$ cat src/rtl/mem_port_arbiter_if.sv
// Signal bundle between the IF/MEM pipeline ports,
// the port arbiter and the shared unified memory.
interface mem_port_arbiter_if #(
   parameter int ADDR_W = 32,
   parameter int DATA_W = 32
);
   logic              if_req;
   logic [ADDR_W-1:0] if_addr;
   logic [DATA_W-1:0] if_rdata;
   logic              if_ready;
   logic              dm_req;
   logic              dm_we;
   logic [ADDR_W-1:0] dm_addr;
   logic [DATA_W-1:0] dm_wdata;
   logic [DATA_W-1:0] dm_rdata;
   logic              dm_ready;
   logic              mem_en;
   logic              mem_we;
   logic [ADDR_W-1:0] mem_addr;
   logic [DATA_W-1:0] mem_wdata;
   logic [DATA_W-1:0] mem_rdata;
   logic              stall_if;
   logic              stall_mem;

   modport master (
      output if_req, if_addr,
      output dm_req, dm_we, dm_addr, dm_wdata,
      output mem_rdata,
      input  if_rdata, if_ready,
      input  dm_rdata, dm_ready,
      input  mem_en, mem_we, mem_addr, mem_wdata,
      input  stall_if, stall_mem
   );

   modport slave (
      input  if_req, if_addr,
      input  dm_req, dm_we, dm_addr, dm_wdata,
      input  mem_rdata,
      output if_rdata, if_ready,
      output dm_rdata, dm_ready,
      output mem_en, mem_we, mem_addr, mem_wdata,
      output stall_if, stall_mem
   );
endinterface

$ cat src/rtl/mem_port_arbiter.sv
// Shares one fixed-latency memory between IF and MEM stages.
// Data port preferred; alternates under contention.
module mem_port_arbiter #(
   parameter int ADDR_W  = 32,
   parameter int DATA_W  = 32,
   parameter int MEM_LAT = 2
) (
   input logic             clk,
   input logic             rst_n,
   mem_port_arbiter_if.slave bus
);
   localparam int CW = (MEM_LAT > 1) ? $clog2(MEM_LAT) : 1;
   localparam logic [CW-1:0] CNT_LAST = CW'(MEM_LAT - 1);

   typedef enum logic [1:0] {
      IDLE,
      BUSY,
      RESP
   } state_e;

   state_e            state_q, state_d;
   logic [CW-1:0]     cnt_q, cnt_d;
   logic              sel_q, sel_d;
   logic              last_dm_q, last_dm_d;
   logic              we_q, we_d;
   logic [ADDR_W-1:0] addr_q, addr_d;
   logic [DATA_W-1:0] wdata_q, wdata_d;
   logic [DATA_W-1:0] if_rdata_q, if_rdata_d;
   logic [DATA_W-1:0] dm_rdata_q, dm_rdata_d;
   logic              gnt_dm;
   logic              if_rdy;
   logic              dm_rdy;

   always_ff @(posedge clk or negedge rst_n) begin
      if (!rst_n) begin
         state_q    <= IDLE;
         cnt_q      <= '0;
         sel_q      <= 1'b0;
         last_dm_q  <= 1'b0;
         we_q       <= 1'b0;
         addr_q     <= '0;
         wdata_q    <= '0;
         if_rdata_q <= '0;
         dm_rdata_q <= '0;
      end else begin
         state_q    <= state_d;
         cnt_q      <= cnt_d;
         sel_q      <= sel_d;
         last_dm_q  <= last_dm_d;
         we_q       <= we_d;
         addr_q     <= addr_d;
         wdata_q    <= wdata_d;
         if_rdata_q <= if_rdata_d;
         dm_rdata_q <= dm_rdata_d;
      end
   end

   // sel_q = 1 means the data port owns the access
   always_comb begin
      state_d    = state_q;
      cnt_d      = cnt_q;
      sel_d      = sel_q;
      last_dm_d  = last_dm_q;
      we_d       = we_q;
      addr_d     = addr_q;
      wdata_d    = wdata_q;
      if_rdata_d = if_rdata_q;
      dm_rdata_d = dm_rdata_q;
      gnt_dm     = bus.dm_req & (~bus.if_req | ~last_dm_q);
      unique case (state_q)
         IDLE: begin
            if (bus.if_req | bus.dm_req) begin
               state_d   = BUSY;
               cnt_d     = '0;
               sel_d     = gnt_dm;
               last_dm_d = gnt_dm;
               we_d      = gnt_dm & bus.dm_we;
               addr_d    = gnt_dm ? bus.dm_addr : bus.if_addr;
               wdata_d   = gnt_dm ? bus.dm_wdata : '0;
            end
         end
         BUSY: begin
            if (cnt_q == CNT_LAST) begin
               state_d = RESP;
               if (!we_q) begin
                  if (sel_q) dm_rdata_d = bus.mem_rdata;
                  else       if_rdata_d = bus.mem_rdata;
               end
            end else begin
               cnt_d = cnt_q + 1'b1;
            end
         end
         RESP:    state_d = IDLE;
         default: state_d = IDLE;
      endcase
   end

   always_comb begin
      if_rdy        = (state_q == RESP) & ~sel_q;
      dm_rdy        = (state_q == RESP) & sel_q;
      bus.mem_en    = (state_q == BUSY);
      bus.mem_we    = (state_q == BUSY) & we_q;
      bus.mem_addr  = addr_q;
      bus.mem_wdata = wdata_q;
      bus.if_ready  = if_rdy;
      bus.dm_ready  = dm_rdy;
      bus.if_rdata  = if_rdata_q;
      bus.dm_rdata  = dm_rdata_q;
      bus.stall_if  = bus.if_req & ~if_rdy;
      bus.stall_mem = bus.dm_req & ~dm_rdy;
   end
endmodule

$ cat src/flat_wrapper.sv
// flat-port wrapper written by rule: the top's interface ports become plain ports
module mem_port_arbiter_flat 
#(
   parameter int ADDR_W  = 32,
   parameter int DATA_W  = 32,
   parameter int MEM_LAT = 2
)
  (clk, rst_n, bus_if_req, bus_if_addr, bus_dm_req, bus_dm_we, bus_dm_addr, bus_dm_wdata, bus_mem_rdata, bus_if_rdata, bus_if_ready, bus_dm_rdata, bus_dm_ready, bus_mem_en, bus_mem_we, bus_mem_addr, bus_mem_wdata, bus_stall_if, bus_stall_mem);
  mem_port_arbiter_if #(.ADDR_W(ADDR_W), .DATA_W(DATA_W)) bus_i ();
  input logic clk;
  input logic rst_n;
  input wire logic [$bits(bus_i.if_req)-1:0] bus_if_req;
  input wire logic [$bits(bus_i.if_addr)-1:0] bus_if_addr;
  input wire logic [$bits(bus_i.dm_req)-1:0] bus_dm_req;
  input wire logic [$bits(bus_i.dm_we)-1:0] bus_dm_we;
  input wire logic [$bits(bus_i.dm_addr)-1:0] bus_dm_addr;
  input wire logic [$bits(bus_i.dm_wdata)-1:0] bus_dm_wdata;
  input wire logic [$bits(bus_i.mem_rdata)-1:0] bus_mem_rdata;
  output wire logic [$bits(bus_i.if_rdata)-1:0] bus_if_rdata;
  output wire logic [$bits(bus_i.if_ready)-1:0] bus_if_ready;
  output wire logic [$bits(bus_i.dm_rdata)-1:0] bus_dm_rdata;
  output wire logic [$bits(bus_i.dm_ready)-1:0] bus_dm_ready;
  output wire logic [$bits(bus_i.mem_en)-1:0] bus_mem_en;
  output wire logic [$bits(bus_i.mem_we)-1:0] bus_mem_we;
  output wire logic [$bits(bus_i.mem_addr)-1:0] bus_mem_addr;
  output wire logic [$bits(bus_i.mem_wdata)-1:0] bus_mem_wdata;
  output wire logic [$bits(bus_i.stall_if)-1:0] bus_stall_if;
  output wire logic [$bits(bus_i.stall_mem)-1:0] bus_stall_mem;
  assign bus_i.if_req = bus_if_req;
  assign bus_i.if_addr = bus_if_addr;
  assign bus_i.dm_req = bus_dm_req;
  assign bus_i.dm_we = bus_dm_we;
  assign bus_i.dm_addr = bus_dm_addr;
  assign bus_i.dm_wdata = bus_dm_wdata;
  assign bus_i.mem_rdata = bus_mem_rdata;
  assign bus_if_rdata = bus_i.if_rdata;
  assign bus_if_ready = bus_i.if_ready;
  assign bus_dm_rdata = bus_i.dm_rdata;
  assign bus_dm_ready = bus_i.dm_ready;
  assign bus_mem_en = bus_i.mem_en;
  assign bus_mem_we = bus_i.mem_we;
  assign bus_mem_addr = bus_i.mem_addr;
  assign bus_mem_wdata = bus_i.mem_wdata;
  assign bus_stall_if = bus_i.stall_if;
  assign bus_stall_mem = bus_i.stall_mem;
  mem_port_arbiter #(.ADDR_W(ADDR_W), .DATA_W(DATA_W), .MEM_LAT(MEM_LAT)) u_core (.clk(clk), .rst_n(rst_n), .bus(bus_i));
endmodule
$ cat config.mk
export PLATFORM = sky130hd
export DESIGN_NAME = mem_port_arbiter_flat
export DESIGN_NICKNAME = d
export VERILOG_FILES = /design/src/rtl/mem_port_arbiter_if.sv /design/src/rtl/mem_port_arbiter.sv /design/src/flat_wrapper.sv
export SDC_FILE = /design/constraint.sdc
export NUM_CORES = 1
export LEC_CHECK = 0
export CORE_MARGIN = 4
export CORE_UTILIZATION = 55
export CTS_BUF_LIST = sky130_fd_sc_hd__clkbuf_2
export DETAILED_ROUTE_END_ITERATION = 16
export DONT_BUFFER_PORTS = 1
export GPL_ROUTABILITY_DRIVEN = 1
export HOLD_SLACK_MARGIN = 0.08
export PLACE_DENSITY = 0.73
export SLEW_MARGIN = 20
export SYNTH_ARGS = -nofsm -noshare
export SYNTH_HDL_FRONTEND = slang
export SYNTH_SLANG_ARGS = --single-unit
$ cat constraint.sdc
create_clock -name clk -period 4.38 [get_ports clk]
set_input_delay 0.876 -clock clk [delete_from_list [all_inputs] [get_ports clk]]
set_output_delay 0.876 -clock clk [all_outputs]
set_load 0.01 [all_outputs]
==> flow_summary.ini, run 1 <==
[grt]
grt_max_degree = 134
grt_pass1_vias = 3145
grt_overflow = 0
antenna_found_initial = 0
grt_pass1_wl_um = 17150
grt_use_total_pct = 19.59

[yosys]
async_flop_share_pct = 100.0
yosysWarnings = 0
syn_inst = 335
syn_area_per_cell_um2 = 16.46
ys_types = 26
seq_area_frac_synth_pct = 60.34
synth_edf_count = 0
synth_nets = 468
ys_ff_latch = 133
synth-main-ff-cell = dfrtp_1
synthesis.area_mm2 = 0.005515

[die]
ios = 267
start_util_pct = 56.43
dieArea_mm2 = 0.01169
coreArea_mm2 = 0.009774
num_rows = 36
dieWidth_um = 108.1
die_h_um = 108.1

[timing]
skew_ps = 15.52
clock.fmax_mhz = 364.9
rsz0062_at_grt = false
hold_violations = 0
relSlewSlack_pct = 55.42
fin_setup_tns_ps = 0
worst_pin_slew_ps = 668.7
slew_violations = 0
post-route-period-util_pct = 62.57
period_minus_slack_ps = 2741
setup_viol = 0

[routing]
antenna_left = 0
wl_per_cell_um = 23.58
vias = 2829
drc = 0
first_pass_iters = 5
drt_wl_total_um = 11340
drt_iter0_drc = 106
via_per_inst = 5.881

[finish]
post-route-util_pct = 60.73
area_delta_synth_final_pct = 7.622
fillers = 740
multi_input_area_mm2 = 0.002021
layout_commonest_cell = dfrtp_1
design_area_mm2 = 0.005936
antenna_cells = 0
ff_latch_area_mm2 = 0.003328
drive_above_1_share_pct = 47.70
fin_nets = 468
layout_common_cells = dfrtp_1 (133), mux2_2 (93), a22o_1 (33)

[clock_network]
post_cts.repair.setup_buffers = 0
clk-insertion-delay-late_ps = 640
clk_pin_slew_ps = 180
htreeDepth = 4
cts_tree = done
ctsResizeCount = 0
clk_path_buf_depth = 2
cts_made_buffers = 17
holdBufCountCts = 1
clock-sinks = 133
clockRootBuffer = clkbuf_2

[placement]
port_buffers = 0
dpl-instance-area_mm2 = 0.005533
dpl.hpwl_um = 8045
gp_congestion = 0.7402

[worst_setup_path]
endpoint_kind = output port
crit_path_max_fanout = 7
worstPathRequired_ps = 3500
arrival_ps = 1860
crit_type = register to output port
startpoint_type = register

[power_and_ir_drop]
p_per_area_mw_per_mm2 = 836.2
vdd_ir_drop_max_mv = 0.4459
leakage_nw = 2.642

[run]
maxCapViolations = 0

[hold_path]
hp-class = input pin to asynchronous set/reset pin

[outcome]
status = finished clean
[critical path, cell delays in order (launching register included)]
cell and delay (ps):
dfrtp_1 560, nor3b_1 510, nor2b_1 170
[synthesized netlist by cell type (all sizes together), types with 2 or more instances]
cell | count | area share, %
nor2b | 3 | 0.48
a22o | 33 | 5.2
dfrtp | 133 | 60
and2 | 2 | 0.27
mux2 | 128 | 28
clkbuf | 3 | 0.20
buf | 20 | 3.1
o21ai | 2 | 0.18
[worst paths after layout]
kind | startpoint | cells past startpoint | slack, ps | end
max reg2reg | u_core.state_q[1] | 4 | 2370 | u_core.bus.if_rdata[22]
min reg2reg | u_core.bus.dm_rdata[7] | 1 | 600 | u_core.bus.dm_rdata[7]
min | rst_n | 1 | 180 | u_core.bus.mem_wdata[22]
max in group asynchronous | rst_n | 1 | 3710 | u_core.bus.mem_addr[24]
max | u_core.sel_q | 2 | 1640 | bus_stall_if
min in group clk | bus_mem_rdata[22] | 1 | 350 | u_core.bus.dm_rdata[22]
[cell type report]
cell class	instances	share of cell area (%)
clock inverter	14	4.321
timing repair buffer	4	1.180
multi-input combinational	178	34.04
sequential	133	56.07
clock buffer	18	1.518
inverter	1	0.06324
tap	133	2.804
[where the power goes]
group	switching [mW]	leakage, nW	internal, mW
registers	0.797	1.60	1.85
logic	0.492	0.851	0.842
clock network	0.433	0.193	0.546
total	1.72	2.64	3.24
[metrics by stage]
stage	setup slack, ps	instances	hold slack [ps]	power [mW]
2_1_floorplan	2388	335	534.4	3.742
3_3_place_gp	1865	447	552.0	3.937
3_5_place_dp	1835	447	565.1	4.010
4_1_cts	1548	480	142.8	5.023
5_1_grt	1401	481	87.87	5.260
6_report	1639	481	179.3	4.964
[kinds of logic (layout without fill, tap and decap cells)]
kind of cell,count (synthesis),in the layout,share of synthesized area (%)
multiplexers,128,128,28.18
buffers and inverters,24,37,3.380
flip-flops,133,133,60.34
AND/OR/NAND/NOR,12,12,2.200
AO/OA/AOI/OAI,38,38,5.898
[state kept, by name, indices dropped and copies added, names as in the netlist]
register / count
u_core.bus.dm_rdata: 32
u_core.bus.if_rdata: 32
u_core.bus.mem_addr: 32
u_core.bus.mem_wdata: 32
u_core.cnt_q: 1
u_core.sel_q: 1
u_core.state_q: 2
u_core.we_q: 1
[per-layer routing]
metal	part of all wire (%)	GRT usage [%]	up-vias
met5	0	0	-
met4	1.5	6.943	0
met3	10	8.776	13
met2	54	33.30	155
met1	35	21.85	1439
li1	-	-	1222
Power figures use the tool's default switching activity.
==> run 2: changes to the inputs <==
clock period = 2.8 ns   (was 4.38 ns; I/O delays follow)
==> flow_summary.ini, run 2 (same netlist as run 1, synthesis figures left out) <==
[routing]
drt_wl_total_um = 12720
top_layer = met4
wl_met2_um = 6782
via_per_inst = 5.633
wl_met1_um = 4475
vias = 3177
first_pass_iters = 5
wl_met3_um = 1175
wl_per_cell_um = 22.56
drt_iter0_drc = 150
antenna_left = 0
drc = 0

[worst_setup_path]
worstPathRequired_ps = 2240
endpoint_kind = output port
crit_type = register to output port
startpoint_type = register
r2r_slack_ps = 370
crit_path_max_fanout = 7
arrival_ps = 1980

[die]
dieArea_mm2 = 0.01169
die_h_um = 108.1
dieWidth_um = 108.1
start_util_pct = 56.43
coreArea_mm2 = 0.009774
ios = 267
num_rows = 36

[timing]
layout_setup_ws_ps = 258.0
post-route-period-util_pct = 90.79
worst_pin_slew_ps = 639.3
hold_violations = 133
setup_viol = 0
clock.fmax_mhz = 393.4
skew_ps = 26.00
rsz0062_at_grt = false
relSlewSlack_pct = 57.31
hold_ws_ps = -450.8
period_minus_slack_ps = 2542
slew_violations = 0
fin_setup_tns_ps = 0

[clock_network]
clock-sinks = 133
clk_pin_slew_ps = 220
cts_made_buffers = 17
clk-insertion-delay-late_ps = 670
cts_tree = done
post_cts.repair.setup_buffers = 0
htreeDepth = 4
clk_path_buf_depth = 2
clockRootBuffer = clkbuf_2
ctsResizeCount = 0

[hold_path]
hp-class = input pin to asynchronous set/reset pin

[finish]
drive_above_1_share_pct = 38.75
fin_nets = 552
layout_commonest_cell = dfrtp_1
layout_common_cells = dfrtp_1 (133), mux2_2 (93), dlygate4sd3_1 (84)
area_delta_synth_final_pct = 20.19
fillers = 677
antenna_cells = 0
post-route-util_pct = 67.82

[grt]
grt_pass1_wl_um = 18310
antenna_found_initial = 0
grt_max_degree = 134
grt_pass1_vias = 3397
grt_use_total_pct = 20.93
grt_overflow = 0

[placement]
place_ws_ps = 840.2
dpl.hpwl_um = 7943
gp_congestion = 0.7469
port_buffers = 0

[outcome]
violations = hold timing
status = finished with violations

[power_and_ir_drop]
vdd_ir_drop_max_mv = 0.6408
leakage_nw = 2.923
p_per_area_mw_per_mm2 = 1136

[run]
maxCapViolations = 0
## run 2: critical path, cell delays in order (launching register included)
cell	delay, ps
dfrtp_1	550
nor3b_1	590
nor2b_1	200
## run 2: through the flow
step / hold WS (ps) / cell area, um2 / total power [mW] / cells
floorplan: 264.4 / 5515 / 5.854 / 335
global placement: 267.0 / 5548 / 6.176 / 449
detailed placement: 266.8 / 5548 / 6.288 / 449
CTS: -534.4 / 6437 / 7.510 / 545
global route: -583.7 / 6629 / 7.941 / 564
finish: -450.8 / 6629 / 7.534 / 564
## run 2: layout make-up
type / count / area (um2) / share of cell area, %
Clock buffer: 18 / 90.09 / 1.359
Clock inverter: 13 / 148.9 / 2.246
Inverter: 1 / 3.754 / 0.05663
Multi-Input combinational cell: 178 / 2021 / 30.48
Sequential cell: 133 / 3328 / 50.21
Tap cell: 133 / 166.4 / 2.510
Timing Repair Buffer: 88 / 870.8 / 13.14
## run 2: repair_timing
item                       CTS  global route
setup endpoints to repair    0             0
hold endpoints to repair   230           144
hold buffers                65            19
## run 2: path summary, 6_finish.rpt
kind / endpoint / depth (start not counted) / start
hold / removal: u_core.bus.dm_rdata[28] / 0 / rst_n
min in group clk: u_core.bus.mem_addr[16] / 2 / bus_dm_addr[16]
setup reg to reg: u_core.bus.mem_addr[30] / 5 / u_core.sel_q
setup / recovery: bus_stall_if / 2 / u_core.sel_q
max in group asynchronous: u_core.bus.dm_rdata[11] / 0 / rst_n
hold reg to reg: u_core.bus.dm_rdata[7] / 1 / u_core.bus.dm_rdata[7]
## run 2: where the power goes
part	switching [mW]	internal [mW]	leakage, nW	total [mW]
Combinational	0.797	1.40	1.19	2.20
Sequential	1.28	2.90	1.60	4.18
Clock	0.729	0.422	0.138	1.15
Total	2.81	4.73	2.92	7.53
## run 2: metal layers
| metal | up-vias | track usage, % |
|---|---|---|
| met5 | - | 0 |
| met4 | 0 | 8.566 |
| li1 | 1390 | - |
| met1 | 1594 | 23.19 |
| met2 | 169 | 35.70 |
| met3 | 24 | 8.716 |
==> run 3: changes to the inputs <==
HOLD_SLACK_MARGIN = 0.1   (was 0.08)
==> flow_summary.ini, run 3 (same netlist as run 1, synthesis figures left out) <==
[timing]
period_minus_slack_ps = 2545
fin_setup_tns_ps = 0
relSlewSlack_pct = 57.23
worst_pin_slew_ps = 640.6
setup_viol = 0
hold_ws_ps = -452.9
slew_violations = 0
clock.fmax_mhz = 393.0
hold_violations = 133
rsz0062_at_grt = false
post-route-period-util_pct = 90.88
layout_setup_ws_ps = 255.4
skew_ps = 26.53

[power_and_ir_drop]
total_power_mw = 7.654
vdd_ir_drop_max_mv = 0.6417
power_switching_mw = 2.869
p_per_area_mw_per_mm2 = 1098
comb_power_share_pct = 30.1
p_clk_share_pct = 15.1
p_int_mw = 4.785
power_frac_seq_pct = 54.9
switching_share_pct = 37.48
leakage_nw = 3.065

[placement]
port_buffers = 0
dpl-instance-area_mm2 = 0.005548
dp_cells = 449
place_ws_ps = 840.2
dpl.hpwl_um = 7943
gp_congestion = 0.7469

[routing]
wl_per_cell_um = 22.88
first_pass_iters = 4
drt_wl_total_um = 13680
drt_iter0_drc = 170
drc = 0
via_per_inst = 5.662
antenna_left = 0
vias = 3386

[worst_setup_path]
arrival_ps = 1980
crit_type = register to output port
crit_end = bus_stall_if
r2r_slack_ps = 310
worstPathRequired_ps = 2240
startpoint_type = register
r2r-start = u_core.sel_q
worstSetupStartpoint = u_core.sel_q
reg2reg_to = u_core.bus.mem_addr[20]
endpoint_kind = output port
crit_path_max_fanout = 7
worst_r2r_path_depth = 5

[die]
ios = 267
die_h_um = 108.1
dieArea_mm2 = 0.01169
start_util_pct = 56.43
coreArea_mm2 = 0.009774
num_rows = 36
dieWidth_um = 108.1

[clock_network]
post_cts.repair.setup_buffers = 0
cts_made_buffers = 17
htreeDepth = 4
cts_tree = done
clk_pin_slew_ps = 220
clockRootBuffer = clkbuf_2
clk_path_buf_depth = 2
clock-sinks = 133
clk-insertion-delay-late_ps = 670

[finish]
fillers = 624
fin_cells = 598
layout_commonest_cell = dfrtp_1
layout_common_cells = dfrtp_1 (133), dlygate4sd3_1 (118), mux2_2 (93)
fin_nets = 586
drive_above_1_share_pct = 35.91
antenna_cells = 0
design_area_mm2 = 0.006969
post-route-util_pct = 71.30
area_delta_synth_final_pct = 26.36

[grt]
grt_pass1_vias = 3429
grt_pass1_wl_um = 18530
grt_use_total_pct = 21.23
grt_max_degree = 134
antenna_found_initial = 0
grt_overflow = 0

[outcome]
violations = hold timing
status = finished with violations

[run]
maxCapViolations = 0

[hold_path]
hp-class = input pin to asynchronous set/reset pin
-- run 3: worst min-delay path by stage --
stage / from / end / slack, ps
global placement: rst_n / u_core.bus.mem_wdata[15] / 270
global route: rst_n / u_core.bus.if_rdata[14] / -580
detailed placement: rst_n / u_core.bus.mem_wdata[0] / 270
floorplan: rst_n / u_core.bus.dm_rdata[0] / 260
CTS: rst_n / u_core.bus.dm_rdata[7] / -530
finish: rst_n / u_core.bus.dm_rdata[28] / -450
-- run 3: area by class of cell --
| class | count | area, um2 | share of cell area, % |
|---|---|---|---|
| Tap cell | 133 | 166.4 | 2.388 |
| Inverter | 1 | 3.754 | 0.05386 |
| Clock buffer | 18 | 90.09 | 1.293 |
| Clock inverter | 13 | 148.9 | 2.136 |
| Sequential cell | 133 | 3328 | 47.76 |
| Multi-Input combinational cell | 178 | 2021 | 28.99 |
| Timing Repair Buffer | 122 | 1211 | 17.38 |
-- run 3: layer usage --
metal	share of wire [%]	GRT usage [%]	vias to the layer above
met5	0	0	-
met2	54	36.55	192
li1	-	-	1463
met4	2.7	8.566	0
met1	35	23.19	1702
met3	9.0	8.955	29
-- run 3: power groups by stage --
stage	sequential, mW	combinational [mW]	clock [mW]
after global routing	4.31	2.47	1.28
after global placement	4.20	1.98	0
after floorplan	3.88	1.97	0
final	4.20	2.30	1.15
after CTS	4.18	2.17	1.19
after detailed placement	4.20	2.08	0
-- run 3: critical path, stage by stage (launching register included) --
cell     delay (ps)
dfrtp_1         550
nor3b_1         590
nor2b_1         200
-- run 3: timing repair --
item,in CTS,in global routing
hold buffers,77,41
resized for setup,0,0
hold endpoints to repair,236,154
